File: config.mk
export PLATFORM = sky130hd
export DESIGN_NAME = ahb_sram16_resp_flat
export DESIGN_NICKNAME = d
export VERILOG_FILES = /design/src/rtl/ahb_sram16_resp_if.sv /design/src/rtl/ahb_sram16_resp.sv /design/src/flat_wrapper.sv
export SDC_FILE = /design/constraint.sdc
export NUM_CORES = 1
export LEC_CHECK = 0
export CORE_MARGIN = 1.5
export CORE_UTILIZATION = 40
export CTS_CLUSTER_DIAMETER = 30
export CTS_CLUSTER_SIZE = 25
export DETAILED_ROUTE_END_ITERATION = 10
export DONT_BUFFER_PORTS = 1
export SLEW_MARGIN = 15
export SYNTH_ARGS = -nofsm -noshare
export SYNTH_HDL_FRONTEND = slang
export SYNTH_SLANG_ARGS = --single-unit
File: constraint.sdc
create_clock -name clk -period 6.07 [get_ports clk]
set_input_delay 0.9105 -clock clk [delete_from_list [all_inputs] [get_ports clk]]
set_output_delay 0.9105 -clock clk [all_outputs]
set_load 0.005 [all_outputs]
File: src/rtl/ahb_sram16_resp_if.sv
// rtl/ahb_sram16_resp_if.sv - AHB-Lite signal bundle between initiator/decoder and the SRAM responder
interface ahb_sram16_resp_if #(
    parameter int ADDR_WIDTH = 21
);
    logic                  HSEL;
    logic [ADDR_WIDTH-1:0] HADDR;
    logic [1:0]            HTRANS;
    logic                  HWRITE;
    logic                  HREADY;
    logic [31:0]           HWDATA;
    logic [3:0]            HWSTRB;
    logic [31:0]           HRDATA;
    logic                  HREADYOUT;
    logic                  HRESP;

    modport slave (
        input  HSEL, HADDR, HTRANS, HWRITE, HREADY, HWDATA, HWSTRB,
        output HRDATA, HREADYOUT, HRESP
    );

    modport master (
        output HSEL, HADDR, HTRANS, HWRITE, HREADY, HWDATA, HWSTRB,
        input  HRDATA, HREADYOUT, HRESP
    );
endinterface

File: src/rtl/ahb_sram16_resp.sv
// rtl/ahb_sram16_resp.sv - AHB-Lite responder splitting 32-bit transfers into two 16-bit async SRAM accesses; optional SRAM_STRB_SKIP_EN skips write halves with no strobes
module ahb_sram16_resp #(
    parameter int ADDR_WIDTH  = 21,
    parameter int WAIT_STATES = 1
) (
    input  logic                  clk,
    input  logic                  reset,
    ahb_sram16_resp_if.slave      bus,
    output logic [ADDR_WIDTH-2:0] SRAM_ADDR,
    output logic [15:0]           SRAM_DQ_o,
    output logic                  SRAM_DQ_oe,
    input  logic [15:0]           SRAM_DQ_i,
    output logic                  SRAM_CE_N,
    output logic                  SRAM_OE_N,
    output logic                  SRAM_WE_N,
    output logic                  SRAM_UB_N,
    output logic                  SRAM_LB_N
);
    typedef enum logic [2:0] {
        S_IDLE,
        S_LATCH,
        S_LO,
        S_HI,
        S_DONE
    } state_t;

    // Last cycle index of an N = WAIT_STATES+1 cycle SRAM access.
    localparam logic [2:0] LAST_CNT = 3'(WAIT_STATES);

    state_t                state_q, state_d;
    logic [2:0]            cnt_q, cnt_d;
    logic [ADDR_WIDTH-3:0] word_q, word_d;
    logic                  write_q, write_d;
    logic [31:0]           wdata_q, wdata_d;
    logic [3:0]            strb_q, strb_d;
    logic [31:0]           hrdata_q, hrdata_d;
    logic                  hreadyout_q, hreadyout_d;
    logic [ADDR_WIDTH-2:0] addr_q, addr_d;
    logic [15:0]           dq_o_q, dq_o_d;
    logic                  dq_oe_q, dq_oe_d;
    logic                  ce_n_q, ce_n_d;
    logic                  oe_n_q, oe_n_d;
    logic                  we_n_q, we_n_d;
    logic                  ub_n_q, ub_n_d;
    logic                  lb_n_q, lb_n_d;

    logic accept;
    logic start_lo;
    logic start_hi;
    logic release_bus;
    logic unused_bits;

    // Byte offset and the SEQ/NONSEQ distinction carry no meaning here.
    assign unused_bits = ^{bus.HADDR[1:0], bus.HTRANS[0]};

    assign accept = bus.HSEL & bus.HREADY & bus.HTRANS[1];

    // Next-state and next-output computation for the transfer sequencer.
    always_comb begin
        state_d     = state_q;
        cnt_d       = cnt_q;
        word_d      = word_q;
        write_d     = write_q;
        wdata_d     = wdata_q;
        strb_d      = strb_q;
        hrdata_d    = hrdata_q;
        hreadyout_d = hreadyout_q;
        addr_d      = addr_q;
        dq_o_d      = dq_o_q;
        dq_oe_d     = dq_oe_q;
        ce_n_d      = ce_n_q;
        oe_n_d      = oe_n_q;
        we_n_d      = we_n_q;
        ub_n_d      = ub_n_q;
        lb_n_d      = lb_n_q;
        start_lo    = 1'b0;
        start_hi    = 1'b0;
        release_bus = 1'b0;

        case (state_q)
            S_IDLE, S_DONE: begin
                if (accept) begin
                    state_d     = S_LATCH;
                    word_d      = bus.HADDR[ADDR_WIDTH-1:2];
                    write_d     = bus.HWRITE;
                    hreadyout_d = 1'b0;
                end else begin
                    state_d     = S_IDLE;
                    hreadyout_d = 1'b1;
                end
            end
            S_LATCH: begin
                if (write_q) begin
                    wdata_d = bus.HWDATA;
                    strb_d  = bus.HWSTRB;
                end
`ifdef SRAM_STRB_SKIP_EN
                if (write_q && (strb_d[1:0] == 2'b00)) begin
                    if (strb_d[3:2] == 2'b00) begin
                        state_d     = S_DONE;
                        hreadyout_d = 1'b1;
                    end else begin
                        state_d  = S_HI;
                        start_hi = 1'b1;
                    end
                end else begin
                    state_d  = S_LO;
                    start_lo = 1'b1;
                end
`else
                state_d  = S_LO;
                start_lo = 1'b1;
`endif
            end
            S_LO: begin
                cnt_d = cnt_q + 3'd1;
                if (cnt_q == LAST_CNT) begin
                    if (!write_q) begin
                        hrdata_d[15:0] = SRAM_DQ_i;
                    end
`ifdef SRAM_STRB_SKIP_EN
                    if (write_q && (strb_q[3:2] == 2'b00)) begin
                        state_d     = S_DONE;
                        hreadyout_d = 1'b1;
                        release_bus = 1'b1;
                    end else begin
                        state_d  = S_HI;
                        start_hi = 1'b1;
                    end
`else
                    state_d  = S_HI;
                    start_hi = 1'b1;
`endif
                end else if (write_q && (cnt_q == LAST_CNT - 3'd1)) begin
                    we_n_d = 1'b1;
                end
            end
            S_HI: begin
                cnt_d = cnt_q + 3'd1;
                if (cnt_q == LAST_CNT) begin
                    if (!write_q) begin
                        hrdata_d[31:16] = SRAM_DQ_i;
                    end
                    state_d     = S_DONE;
                    hreadyout_d = 1'b1;
                    release_bus = 1'b1;
                end else if (write_q && (cnt_q == LAST_CNT - 3'd1)) begin
                    we_n_d = 1'b1;
                end
            end
            default: begin
                state_d     = S_IDLE;
                hreadyout_d = 1'b1;
                release_bus = 1'b1;
            end
        endcase

        // Launch a halfword access; write data comes from wdata_d so the
        // LATCH cycle can forward HWDATA straight into the low half.
        if (start_lo || start_hi) begin
            addr_d = {word_q, start_hi};
            cnt_d  = 3'd0;
            ce_n_d = 1'b0;
            if (write_q) begin
                oe_n_d  = 1'b1;
                we_n_d  = 1'b0;
                dq_oe_d = 1'b1;
                dq_o_d  = start_hi ? wdata_d[31:16] : wdata_d[15:0];
                ub_n_d  = start_hi ? ~strb_d[3] : ~strb_d[1];
                lb_n_d  = start_hi ? ~strb_d[2] : ~strb_d[0];
            end else begin
                oe_n_d  = 1'b0;
                we_n_d  = 1'b1;
                dq_oe_d = 1'b0;
                ub_n_d  = 1'b0;
                lb_n_d  = 1'b0;
            end
        end

        // Deselect the SRAM; address and data are left where they were.
        if (release_bus) begin
            ce_n_d  = 1'b1;
            oe_n_d  = 1'b1;
            we_n_d  = 1'b1;
            ub_n_d  = 1'b1;
            lb_n_d  = 1'b1;
            dq_oe_d = 1'b0;
        end
    end

    // State and registered outputs; reset releases the SRAM immediately.
    always_ff @(posedge clk or posedge reset) begin
        if (reset) begin
            state_q     <= S_IDLE;
            cnt_q       <= 3'd0;
            word_q      <= '0;
            write_q     <= 1'b0;
            wdata_q     <= 32'd0;
            strb_q      <= 4'd0;
            hrdata_q    <= 32'd0;
            hreadyout_q <= 1'b1;
            addr_q      <= '0;
            dq_o_q      <= 16'd0;
            dq_oe_q     <= 1'b0;
            ce_n_q      <= 1'b1;
            oe_n_q      <= 1'b1;
            we_n_q      <= 1'b1;
            ub_n_q      <= 1'b1;
            lb_n_q      <= 1'b1;
        end else begin
            state_q     <= state_d;
            cnt_q       <= cnt_d;
            word_q      <= word_d;
            write_q     <= write_d;
            wdata_q     <= wdata_d;
            strb_q      <= strb_d;
            hrdata_q    <= hrdata_d;
            hreadyout_q <= hreadyout_d;
            addr_q      <= addr_d;
            dq_o_q      <= dq_o_d;
            dq_oe_q     <= dq_oe_d;
            ce_n_q      <= ce_n_d;
            oe_n_q      <= oe_n_d;
            we_n_q      <= we_n_d;
            ub_n_q      <= ub_n_d;
            lb_n_q      <= lb_n_d;
        end
    end

    assign bus.HRDATA    = hrdata_q;
    assign bus.HREADYOUT = hreadyout_q;
    assign bus.HRESP     = 1'b0;

    assign SRAM_ADDR  = addr_q;
    assign SRAM_DQ_o  = dq_o_q;
    assign SRAM_DQ_oe = dq_oe_q;
    assign SRAM_CE_N  = ce_n_q;
    assign SRAM_OE_N  = oe_n_q;
    assign SRAM_WE_N  = we_n_q;
    assign SRAM_UB_N  = ub_n_q;
    assign SRAM_LB_N  = lb_n_q;
endmodule

File: src/flat_wrapper.sv
// flat-port wrapper written by rule: the top's interface ports become plain ports
module ahb_sram16_resp_flat 
#(
    parameter int ADDR_WIDTH  = 21,
    parameter int WAIT_STATES = 1
)
  (clk, reset, SRAM_ADDR, SRAM_DQ_o, SRAM_DQ_oe, SRAM_DQ_i, SRAM_CE_N, SRAM_OE_N, SRAM_WE_N, SRAM_UB_N, SRAM_LB_N, bus_HSEL, bus_HADDR, bus_HTRANS, bus_HWRITE, bus_HREADY, bus_HWDATA, bus_HWSTRB, bus_HRDATA, bus_HREADYOUT, bus_HRESP);
  ahb_sram16_resp_if #(.ADDR_WIDTH(ADDR_WIDTH)) bus_i ();
  input  logic clk;
  input  logic reset;
  output logic [ADDR_WIDTH-2:0] SRAM_ADDR;
  output logic [15:0] SRAM_DQ_o;
  output logic SRAM_DQ_oe;
  input  logic [15:0] SRAM_DQ_i;
  output logic SRAM_CE_N;
  output logic SRAM_OE_N;
  output logic SRAM_WE_N;
  output logic SRAM_UB_N;
  output logic SRAM_LB_N;
  input wire logic [$bits(bus_i.HSEL)-1:0] bus_HSEL;
  input wire logic [$bits(bus_i.HADDR)-1:0] bus_HADDR;
  input wire logic [$bits(bus_i.HTRANS)-1:0] bus_HTRANS;
  input wire logic [$bits(bus_i.HWRITE)-1:0] bus_HWRITE;
  input wire logic [$bits(bus_i.HREADY)-1:0] bus_HREADY;
  input wire logic [$bits(bus_i.HWDATA)-1:0] bus_HWDATA;
  input wire logic [$bits(bus_i.HWSTRB)-1:0] bus_HWSTRB;
  output wire logic [$bits(bus_i.HRDATA)-1:0] bus_HRDATA;
  output wire logic [$bits(bus_i.HREADYOUT)-1:0] bus_HREADYOUT;
  output wire logic [$bits(bus_i.HRESP)-1:0] bus_HRESP;
  assign bus_i.HSEL = bus_HSEL;
  assign bus_i.HADDR = bus_HADDR;
  assign bus_i.HTRANS = bus_HTRANS;
  assign bus_i.HWRITE = bus_HWRITE;
  assign bus_i.HREADY = bus_HREADY;
  assign bus_i.HWDATA = bus_HWDATA;
  assign bus_i.HWSTRB = bus_HWSTRB;
  assign bus_HRDATA = bus_i.HRDATA;
  assign bus_HREADYOUT = bus_i.HREADYOUT;
  assign bus_HRESP = bus_i.HRESP;
  ahb_sram16_resp #(.ADDR_WIDTH(ADDR_WIDTH), .WAIT_STATES(WAIT_STATES)) u_core (.clk(clk), .reset(reset), .bus(bus_i), .SRAM_ADDR(SRAM_ADDR), .SRAM_DQ_o(SRAM_DQ_o), .SRAM_DQ_oe(SRAM_DQ_oe), .SRAM_DQ_i(SRAM_DQ_i), .SRAM_CE_N(SRAM_CE_N), .SRAM_OE_N(SRAM_OE_N), .SRAM_WE_N(SRAM_WE_N), .SRAM_UB_N(SRAM_UB_N), .SRAM_LB_N(SRAM_LB_N));
endmodule
==> metrics.yaml <==
timing:
  period_needed_ps: 2455
  fin_crit_sh: 0.4045
  finalSetupViolCount: 0
  slew_headroom: 0.3231
  finalHoldViolCount: 0
  tns_ps: 0
  fin_skew_ps: 7.138
  maxSlewViolCount: 0
  rsz0062_at_grt: "false"
  fmax_mhz: 407.3
  tightest_slew_ps: 1010
yosys:
  yosys-mux-area-fraction: 0.1859
  yosysSeqAreaShare: 0.6120
  yosys.area_share.xor_xnor: 0.004680
  yosysWarningCount: 0
  yosys.area_share.adder: 0.006686
  synth_cell_types: 41
  syn_area_mm2: 0.005614
  synth_compound_area_frac: 0.06530
  syn_inst: 448
  synth_top_family_by_area: "multiplexers"
  synth-seq-cells: 137
  synth_nets: 531
  synthSimpleGateAreaFrac: 0.09516
  syn_avg_cell_area_um2: 12.53
worst_hold_path:
  hold_path.class: "input port to async pin"
critical_path:
  worstSetupStartpointType: "flop"
  r2r_slack_ps: 3610
  path_max_fanout: 25
  r2r_end: "u_core.SRAM_UB_N"
  reg2regPathDepth: 5
  critical-path-max-stage-delay_ps: 660
  arrival_ps: 2770
  crit_family: "simple AND/OR/NAND/NOR gates"
  critPathRequiredTime_ps: 6380
  critical_path_class: "flop to flop"
  regToRegStartpoint: "u_core.state_q[0]"
  crit_buf_inv: 1
  end_kind: "flop"
  path_cells: "and4bb_1, buf_4, mux2_4, and2_1, o31ai_1"
  critPathSlowestCell: "dfrtp_1"
route:
  via_per_inst: 5.077
  num_vias: 3239
  drtIter0Drc: 190
  top_layer: "met4"
  drtAntennaViolNets: 0
  drc: 0
  dr_wl_met3_um: 721
  routedLengthMet1_um: 4716
  met2_length_um: 5425
  wl_um: 11050
  wl_per_cell_um: 17.32
  drtPass1Iterations: 4
floorplan:
  die_y_um: 121.5
  start_util: 0.4076
  coreArea_mm2: 0.01377
  io_pins: 156
  die_width_um: 121.5
  die_area_mm2: 0.01476
  fp-row-count: 43
clock_tree:
  cts_resized: 0
  post_cts_buffers: 0
  clockRootBuffer: "clkbuf_16"
  cts_buffer_depth: 2
  cts_made_buffers: 17
  clock_sinks: 137
  cts_tree: "yes"
  postCtsHoldBufs: 0
  htree_levels: 4
  clk_pin_slew_worst_paths_ps: 60
  clk-insertion-delay-late_ps: 410
finish:
  fin_cells: 638
  nets: 528
  layout-area-overhead-vs-synth_pct: 13.66
  n_fill_cell: 1261
  final_cell_mix: "dfrtp_1 (131), nand2_1 (78), mux2_2 (78)"
  layout_commonest_cell: "dfrtp_1"
  drive_above_1_share: 0.2991
  diodes: 0
grt:
  grt_max_degree: 74
  track_usage: 0.1552
  grt.overflow.total: 0
  antenna_found_initial: 0
  grt_pass1_wl_um: 17530
  grt_pass1_vias: 3439
power_and_ir_drop:
  pwr_density_cell_mw_per_mm2: 590.0
  total_power_mw: 3.765
  vdd_ir_drop_max_uv: 328.7
  leakage_nw: 2.913
place:
  dp_hpwl_um: 7387
  port_buffers: 0
  gp_congestion: 0.7987
  dpl.cell_count: 606
job:
  maxCapViolCount: 0
outcome:
  outcome: "finished clean"
## power by group
part	total, mW	switching [mW]	leakage [nW]	internal, mW
Sequential	1.69	0.309	1.65	1.38
Clock	1.09	0.384	0.312	0.702
Combinational	0.988	0.467	0.955	0.521
## metrics by stage
stage | area (um^2) | worst slack, ps | util | hold WS (ps)
3_5_place_dp | 5747 | 3540 | 0.4172 | 450.8
3_3_place_gp | 5747 | 3613 | 0.4172 | 445.3
6_report | 6381 | 3615 | 0.4633 | 440.9
2_1_floorplan | 5614 | 1502 | - | 432.7
4_1_cts | 6380 | 3520 | 0.4632 | 452.8
5_1_grt | 6381 | 3391 | 0.4633 | 474.3
## state kept, by name (all words and copies together), names as in the netlist
register,count
u_core.SRAM_DQ_o,16
u_core.word_q,19
u_core.write_q,1
u_core.strb_q,4
u_core.SRAM_UB_N,1
u_core.cnt_q,3
u_core.SRAM_OE_N,1
u_core.state_q,3
u_core.SRAM_WE_N,1
u_core.SRAM_LB_N,1
u_core.SRAM_ADDR,20
u_core.wdata_q,32
u_core.SRAM_DQ_oe,1
u_core.bus.HRDATA,32
u_core.SRAM_CE_N,1
u_core.bus.HREADYOUT,1
## synth_stat cells, drive strengths merged
library cell  number  area share
nand3b             1      0.0013
o22ai              2      0.0022
nor3               1     0.00089
clkbuf             9      0.0060
inv                6      0.0040
dfstp              6       0.028
a31oi              5      0.0056
a211oi             1      0.0013
or3                1      0.0011
mux2              89        0.19
nor2              26       0.017
and4bb             1      0.0022
nor4b              1      0.0016
and2               1      0.0011
nand2b             3      0.0033
xor2               1      0.0016
nand3              1      0.0018
nand4              1      0.0011
a21o              13       0.017
a2bb2oi            1      0.0016
o32ai              1      0.0016
o31ai              1      0.0013
a21boi             2      0.0027
o21a               2      0.0027
dfrtp            131        0.58
and3b              1      0.0016
nor2b              5      0.0056
a21oi             12       0.011
buf               18       0.020
o2bb2ai            1      0.0016
conb               1     0.00067
xnor2              2      0.0031
ha                 3      0.0067
a211o              1      0.0016
nand4bb            2      0.0040
nand2             78       0.052
o21ai             17       0.015
## layer usage
layer  up-vias  track usage
li1       1507            -
met1      1636       0.1875
met2        85       0.2482
met3        11      0.05498
met4         0      0.07132
met5         -            0
## kinds of logic after synthesis
| family | count (synthesis) |
|---|---|
| flops | 137 |
| simple gates | 123 |
| compound gates | 59 |
| fa+ha+maj | 3 |
| buf+inv | 33 |
| other cells | 1 |
| mux | 89 |
| xor+xnor | 3 |
## area by class of cell
| cell class | count | area, um^2 | area share |
|---|---|---|---|
| Timing Repair Buffer | 5 | 37.54 | 0.005882 |
| Multi-Input combinational cell | 278 | 2022 | 0.3169 |
| Clock buffer | 22 | 494.2 | 0.07745 |
| Inverter | 6 | 27.53 | 0.004314 |
| Clock inverter | 10 | 138.9 | 0.02176 |
| Sequential cell | 137 | 3436 | 0.5384 |
| Tap cell | 180 | 225.2 | 0.03529 |
## how the worst max path moves through the flow
| stage | start | to | slack (ps) | cells after the start |
|---|---|---|---|---|
| after detailed placement | u_core.state_q[0] | u_core.SRAM_UB_N | 3540 | 5 |
| after CTS | u_core.state_q[0] | u_core.SRAM_UB_N | 3520 | 5 |
| final | u_core.state_q[0] | u_core.SRAM_UB_N | 3610 | 5 |
| after global placement | u_core.state_q[0] | u_core.SRAM_UB_N | 3610 | 5 |
| after global routing | u_core.state_q[0] | u_core.SRAM_UB_N | 3390 | 5 |
| after floorplan | reset | u_core.SRAM_ADDR[0] | 1500 | 1 |
Note: power is estimated with default switching activity, not from simulation.
